===== config.mk =====
export PLATFORM = sky130hd
export DESIGN_NAME = register_file
export DESIGN_NICKNAME = d
export VERILOG_FILES = /design/src/rtl/cpu_pkg.sv /design/src/rtl/register_file.sv
export SDC_FILE = /design/constraint.sdc
export NUM_CORES = 2
export LEC_CHECK = 0
export CORE_MARGIN = 1
export CORE_UTILIZATION = 42
export DETAILED_ROUTE_END_ITERATION = 8
export HOLD_SLACK_MARGIN = 0.03
export PLACE_DENSITY = 0.68
export SLEW_MARGIN = 40
export SYNTH_ARGS = -nofsm -noshare
export SYNTH_HDL_FRONTEND = slang
export SYNTH_SLANG_ARGS = --single-unit
export TNS_END_PERCENT = 10

===== constraint.sdc =====
create_clock -name clk -period 3.9 [get_ports clk]
set_clock_uncertainty 0.05 [all_clocks]
set_input_delay 1.17 -clock clk [delete_from_list [all_inputs] [get_ports clk]]
set_output_delay 1.17 -clock clk [all_outputs]
set_load 0.01 [all_outputs]

===== src/rtl/cpu_pkg.sv =====
// cpu_pkg: shared datapath definitions.
//   WORD_W / IDX_W : default data width and register index width
//   word_t         : one datapath word
//   reg_idx_t      : register file index
//   REG_ZERO       : hardwired-zero register
//   REG_SP         : stack pointer by software convention
//   REG_RA         : link register written by jal
`ifndef CPU_PKG_SV
`define CPU_PKG_SV

package cpu_pkg;

   localparam int unsigned WORD_W = 32;
   localparam int unsigned IDX_W  = 5;

   localparam int unsigned REG_ZERO = 0;
   localparam int unsigned REG_SP   = 29;
   localparam int unsigned REG_RA   = 31;

   typedef logic [IDX_W-1:0]  reg_idx_t;
   typedef logic [WORD_W-1:0] word_t;

endpackage

`endif // CPU_PKG_SV


===== src/rtl/register_file.sv =====
// register_file: general-purpose register file for the CPU datapath.
//   Two combinational read ports, one synchronous write port, register 0 reads as zero,
//   and a same-cycle write-to-read bypass so a value written this cycle is visible
//   on the read ports before the clock edge.
// Ports:
//   clk        sole clock, rising edge
//   rst        synchronous active-high reset; clears every register, beats a write
//   regWrite   write enable
//   writeReg   destination register index
//   writeData  write-back data
//   readReg1   source index, port 1 (rs)
//   readReg2   source index, port 2 (rt)
//   readData1  contents of readReg1 (bypassed)
//   readData2  contents of readReg2 (bypassed)
`ifndef REGISTER_FILE_SV
`define REGISTER_FILE_SV

module register_file
   import cpu_pkg::*;
#(
   parameter int unsigned n = 32,
   parameter int unsigned r = 5
) (
   input  logic         clk,
   input  logic         rst,
   input  logic         regWrite,
   input  logic [r-1:0] writeReg,
   input  logic [n-1:0] writeData,
   input  logic [r-1:0] readReg1,
   input  logic [r-1:0] readReg2,
   output logic [n-1:0] readData1,
   output logic [n-1:0] readData2
);

   localparam int depth = 1 << r;
   localparam logic [r-1:0] zero_idx = r'(REG_ZERO);

   logic [n-1:0] mem [depth];

   // A write only takes effect (and only bypasses) when not in reset and not aimed at r0.
   logic wr_fire;
   assign wr_fire = regWrite && !rst && (writeReg != zero_idx);

   always_ff @(posedge clk) begin
      if (rst) begin
         for (int i = 0; i < depth; i++) begin
            mem[i] <= '0;
         end
      end else if (wr_fire) begin
         mem[writeReg] <= writeData;
      end
   end

   // Both read ports share one read/bypass path.
   logic [r-1:0] rd_idx  [2];
   logic [n-1:0] rd_data [2];

   assign rd_idx[0] = readReg1;
   assign rd_idx[1] = readReg2;

   for (genvar k = 0; k < 2; k++) begin : g_port
      always_comb begin
         rd_data[k] = '0;
         if (rd_idx[k] == zero_idx) begin
            rd_data[k] = '0;
         end else if (wr_fire && (writeReg == rd_idx[k])) begin
            rd_data[k] = writeData;
         end else begin
            rd_data[k] = mem[rd_idx[k]];
         end
      end
   end

   assign readData1 = rd_data[0];
   assign readData2 = rd_data[1];

   // An unknown destination with the write enabled would scribble an unknown register.
   always_ff @(posedge clk) begin
      if (!rst && regWrite) begin
         assert (!$isunknown(writeReg))
         else $error("register_file: regWrite with unknown writeReg");
      end
   end

endmodule

`endif // REGISTER_FILE_SV


==> flow_metrics.env <==
export IMPL_cp_top_family="buffers and inverters"
export IMPL_synth_mux_area_share_pct=20.39
export IMPL_h_tree_depth=3
export IMPL_hold_path_class="in2reg"
export IMPL_cp_start_kind="input port"
export IMPL_setup_viol=64
export IMPL_fin_util_pct=54.37
export IMPL_wl_per_cell_um=35.39
export IMPL_dr_pass1_iters=6
export IMPL_die_h_um=366.5
export IMPL_reg_top3="mem: 1024 flops"
export IMPL_arrival_ns=3.27
export IMPL_max_cap_viol_count=0
export IMPL_drc=0
export IMPL_avgViaCountPerCell=6.626
export IMPL_final_antenna_net_count=0
export IMPL_syn_area_um2=55810
export IMPL_cts_max_path_buffers=3
export IMPL_antenna_found_initial=26
export IMPL_wl_um=228600
export IMPL_switching_power_mw=7.630
export IMPL_die_area_um2=134300
export IMPL_min_from="rst"
export IMPL_clkTransAtPathRegs_ns=0.06
export IMPL_grt_usage_pct=33.32
export IMPL_final_min_clock_period_ns=4.495
export IMPL_die_w_um=366.5
export IMPL_area_growth_pct=28.23
export IMPL_ios=114
export IMPL_finalMaxSlewViolations=0
export IMPL_pwr_share_seq_pct=45.6
export IMPL_synth_top_area_share_pct=55.10
export IMPL_synthAdderAreaFrac_pct=0
export IMPL_slowest_stage="mux4_2"
export IMPL_p_int_mw=20.99
export IMPL_largest_reg_flops=1024
export IMPL_grt_pass1_wl_um=316800
export IMPL_syn_avg_cell_area_um2=13.89
export IMPL_cts_sinks=1024
export IMPL_synth_largest_area_cell="edfxtp_1"
export IMPL_slew_headroom_pct=41.48
export IMPL_failed_checks="setup timing"
export IMPL_fin_nets=4637
export IMPL_rows=133
export IMPL_p_leak_nw=26.39
export IMPL_synthTopCellsByArea="edfxtp_1, mux4_2, and2_1"
export IMPL_synth_cells=4017
export IMPL_placed_cell_area_um2=64100
export IMPL_p_sw_share_pct=26.66
export IMPL_drive_above_1_share_pct=35.39
export IMPL_overflow=0
export IMPL_grt_start_max_net_pins=64
export IMPL_synthFlopType="edfxtp_1"
export IMPL_tightest_slew_ns=0.8778
export IMPL_grt_pass1_vias=41880
export IMPL_design_area_um2=71560
export IMPL_ys_warn_count=0
export IMPL_hold_depth=2
export IMPL_p_comb_share_pct=16.9
export IMPL_crit_type="in2out"
export IMPL_fin_ws_ns=-0.5950
export IMPL_cp_buffers_inverters=7
export IMPL_synth_top_family_by_area="multiplexers"
export IMPL_yosys_register_bits=1024
export IMPL_synthTopCellsByCount="edfxtp_1, and2_1, mux2i_1, clkbuf_1, mux4_2"
export IMPL_hold_path_end="mem[0][23]"
export IMPL_rsz0062_at_grt="yes"
export IMPL_cp_end_kind="output port"
export IMPL_synth_simple_area_share_pct=13.44
export IMPL_finalCritPeriodShare_pct=115.3
export IMPL_status="finished, violations left"
export IMPL_cellPowerDensity_nw_per_um2=399.9
export IMPL_place_port_buffers=113
export IMPL_hold_violations=0
export IMPL_gp_congestion=0.9430
export IMPL_synth_async_sr_flop_share_pct=0
export IMPL_cpPeakStageDelay_ns=0.52
export IMPL_ir_drop_uv=372.2
export IMPL_synth_edf_count=1024
export IMPL_cts_buffers=108
export IMPL_dp_hpwl_um=142700
export IMPL_clock_fmax_mhz=222.5
export IMPL_cp_cell_sequence="buf_16 -> buf_16 -> buf_12 -> buf_12 -> buf_8 -> buf_6 -> mux4_2 -> a2111oi_4 -> a21oi_2 -> a32o_2 -> buf_6"
export IMPL_tritoncts="done"
export IMPL_largest_register="mem"
export IMPL_synth_compound_area_share_pct=7.165
export IMPL_drt_iter0_drc=7201
export IMPL_path_max_fanout=6
export IMPL_synth_most_common_cell="edfxtp_1"
export IMPL_start_util_pct=42.40
export IMPL_power_share_clock_pct=37.5
export IMPL_required_ns=2.68
export IMPL_yosysSeqAreaShare_pct=55.10
export IMPL_core_um2=131600
export IMPL_vias=42800
export IMPL_synthDistinctLibCells=62
export IMPL_synth_xor_area_share_pct=0.1569
export IMPL_cts_root_buf="clkbuf_16"
metrics by stage:
stage	setup WS (ns)	setup TNS, ns	hold slack, ns	power (mW)	cells
after floorplan	-0.1077	-4.366	1.318	15.28	4048
after global placement	-1.589	-80.43	1.983	17.36	6131
after detailed placement	-1.634	-81.88	1.822	17.42	6131
after CTS	-0.5659	-29.83	1.024	28.32	6421
after global routing	-0.6366	-32.73	1.086	29.14	6443
final	-0.5950	-30.66	1.045	28.62	6459
placed cells by master, fill, tap and decap left out, types with 26 or more instances in the layout:
cell / synthesis / routed
edfxtp_1: 1024 / 1024
and2_1: 931 / 931
buf_4: 28 / 492
mux2i_1: 462 / 435
mux4_2: 300 / 300
buf_12: 0 / 157
clkbuf_16: 0 / 112
o22ai_1: 119 / 93
nor3_1: 120 / 93
buf_6: 30 / 67
nor2_1: 79 / 40
nor2_4: 0 / 37
buf_2: 58 / 37
buf_8: 1 / 36
a221oi_2: 0 / 33
or2_2: 32 / 32
clkdlybuf4s50_1: 0 / 32
conb_1: 1 / 32
a221oi_1: 63 / 28
a21oi_1: 48 / 27
o21ai_1: 18 / 26
clkinv_1: 1 / 26
metal layers:
| layer | GRT usage (%) | wire length (µm) | up-vias |
|---|---|---|---|
| li1 | - | - | 16630 |
| met1 | 42.90 | 78200 | 21330 |
| met2 | 49.70 | 98530 | 3867 |
| met3 | 9.300 | 34390 | 961 |
| met4 | 20.84 | 17360 | 12 |
| met5 | 0 | 89 | - |
power by group through the flow:
stage / sequential, mW / clock (mW) / combinational [mW]
4_1_cts: 13.0 / 10.7 / 4.58
3_3_place_gp: 13.2 / 0 / 4.15
5_1_grt: 13.1 / 11.1 / 4.93
2_1_floorplan: 13.1 / 0 / 2.16
3_5_place_dp: 13.2 / 0 / 4.17
6_report: 13.0 / 10.7 / 4.85
cell type report:
| type | instances | area [µm²] |
|---|---|---|
| clock buffers | 121 | 2773 |
| well taps | 1755 | 2196 |
| inverters | 6 | 22.52 |
| fillers | 10380 | 60070 |
| repair buffers | 866 | 9598 |
| clock inverters | 84 | 858.3 |
| flip-flops and latches | 1024 | 30750 |
| multi-input cells | 2581 | 25310 |
| diodes | 22 | 55.05 |
cells by family after synthesis:
family	count (synthesis)
AO/OA/AOI/OAI	517
AND/OR/NAND/NOR	1258
other	1
multiplexers	762
buffers and inverters	445
flip-flops	1024
XOR/XNOR	10
worst max-delay path by stage:
| stage | start | end | slack (ns) | cells past startpoint |
|---|---|---|---|---|
| after floorplan | readReg2[0] | readData2[16] | -0.11 | 7 |
| after global placement | writeReg[0] | readData2[22] | -1.59 | 10 |
| after detailed placement | writeReg[0] | readData2[22] | -1.63 | 10 |
| after CTS | writeReg[4] | readData2[26] | -0.57 | 10 |
| after global routing | readReg1[3] | readData1[9] | -0.64 | 12 |
| final | readReg1[0] | readData1[27] | -0.59 | 11 |
timing repair:
action	in CTS	in global routing
buffers inserted	72	16
endpoints found under the setup margin	64	64
resized for setup	646	155
pin swaps	107	57
gates cloned	20	2
hold buffers	0	0
Power figures use the tool's default switching activity.
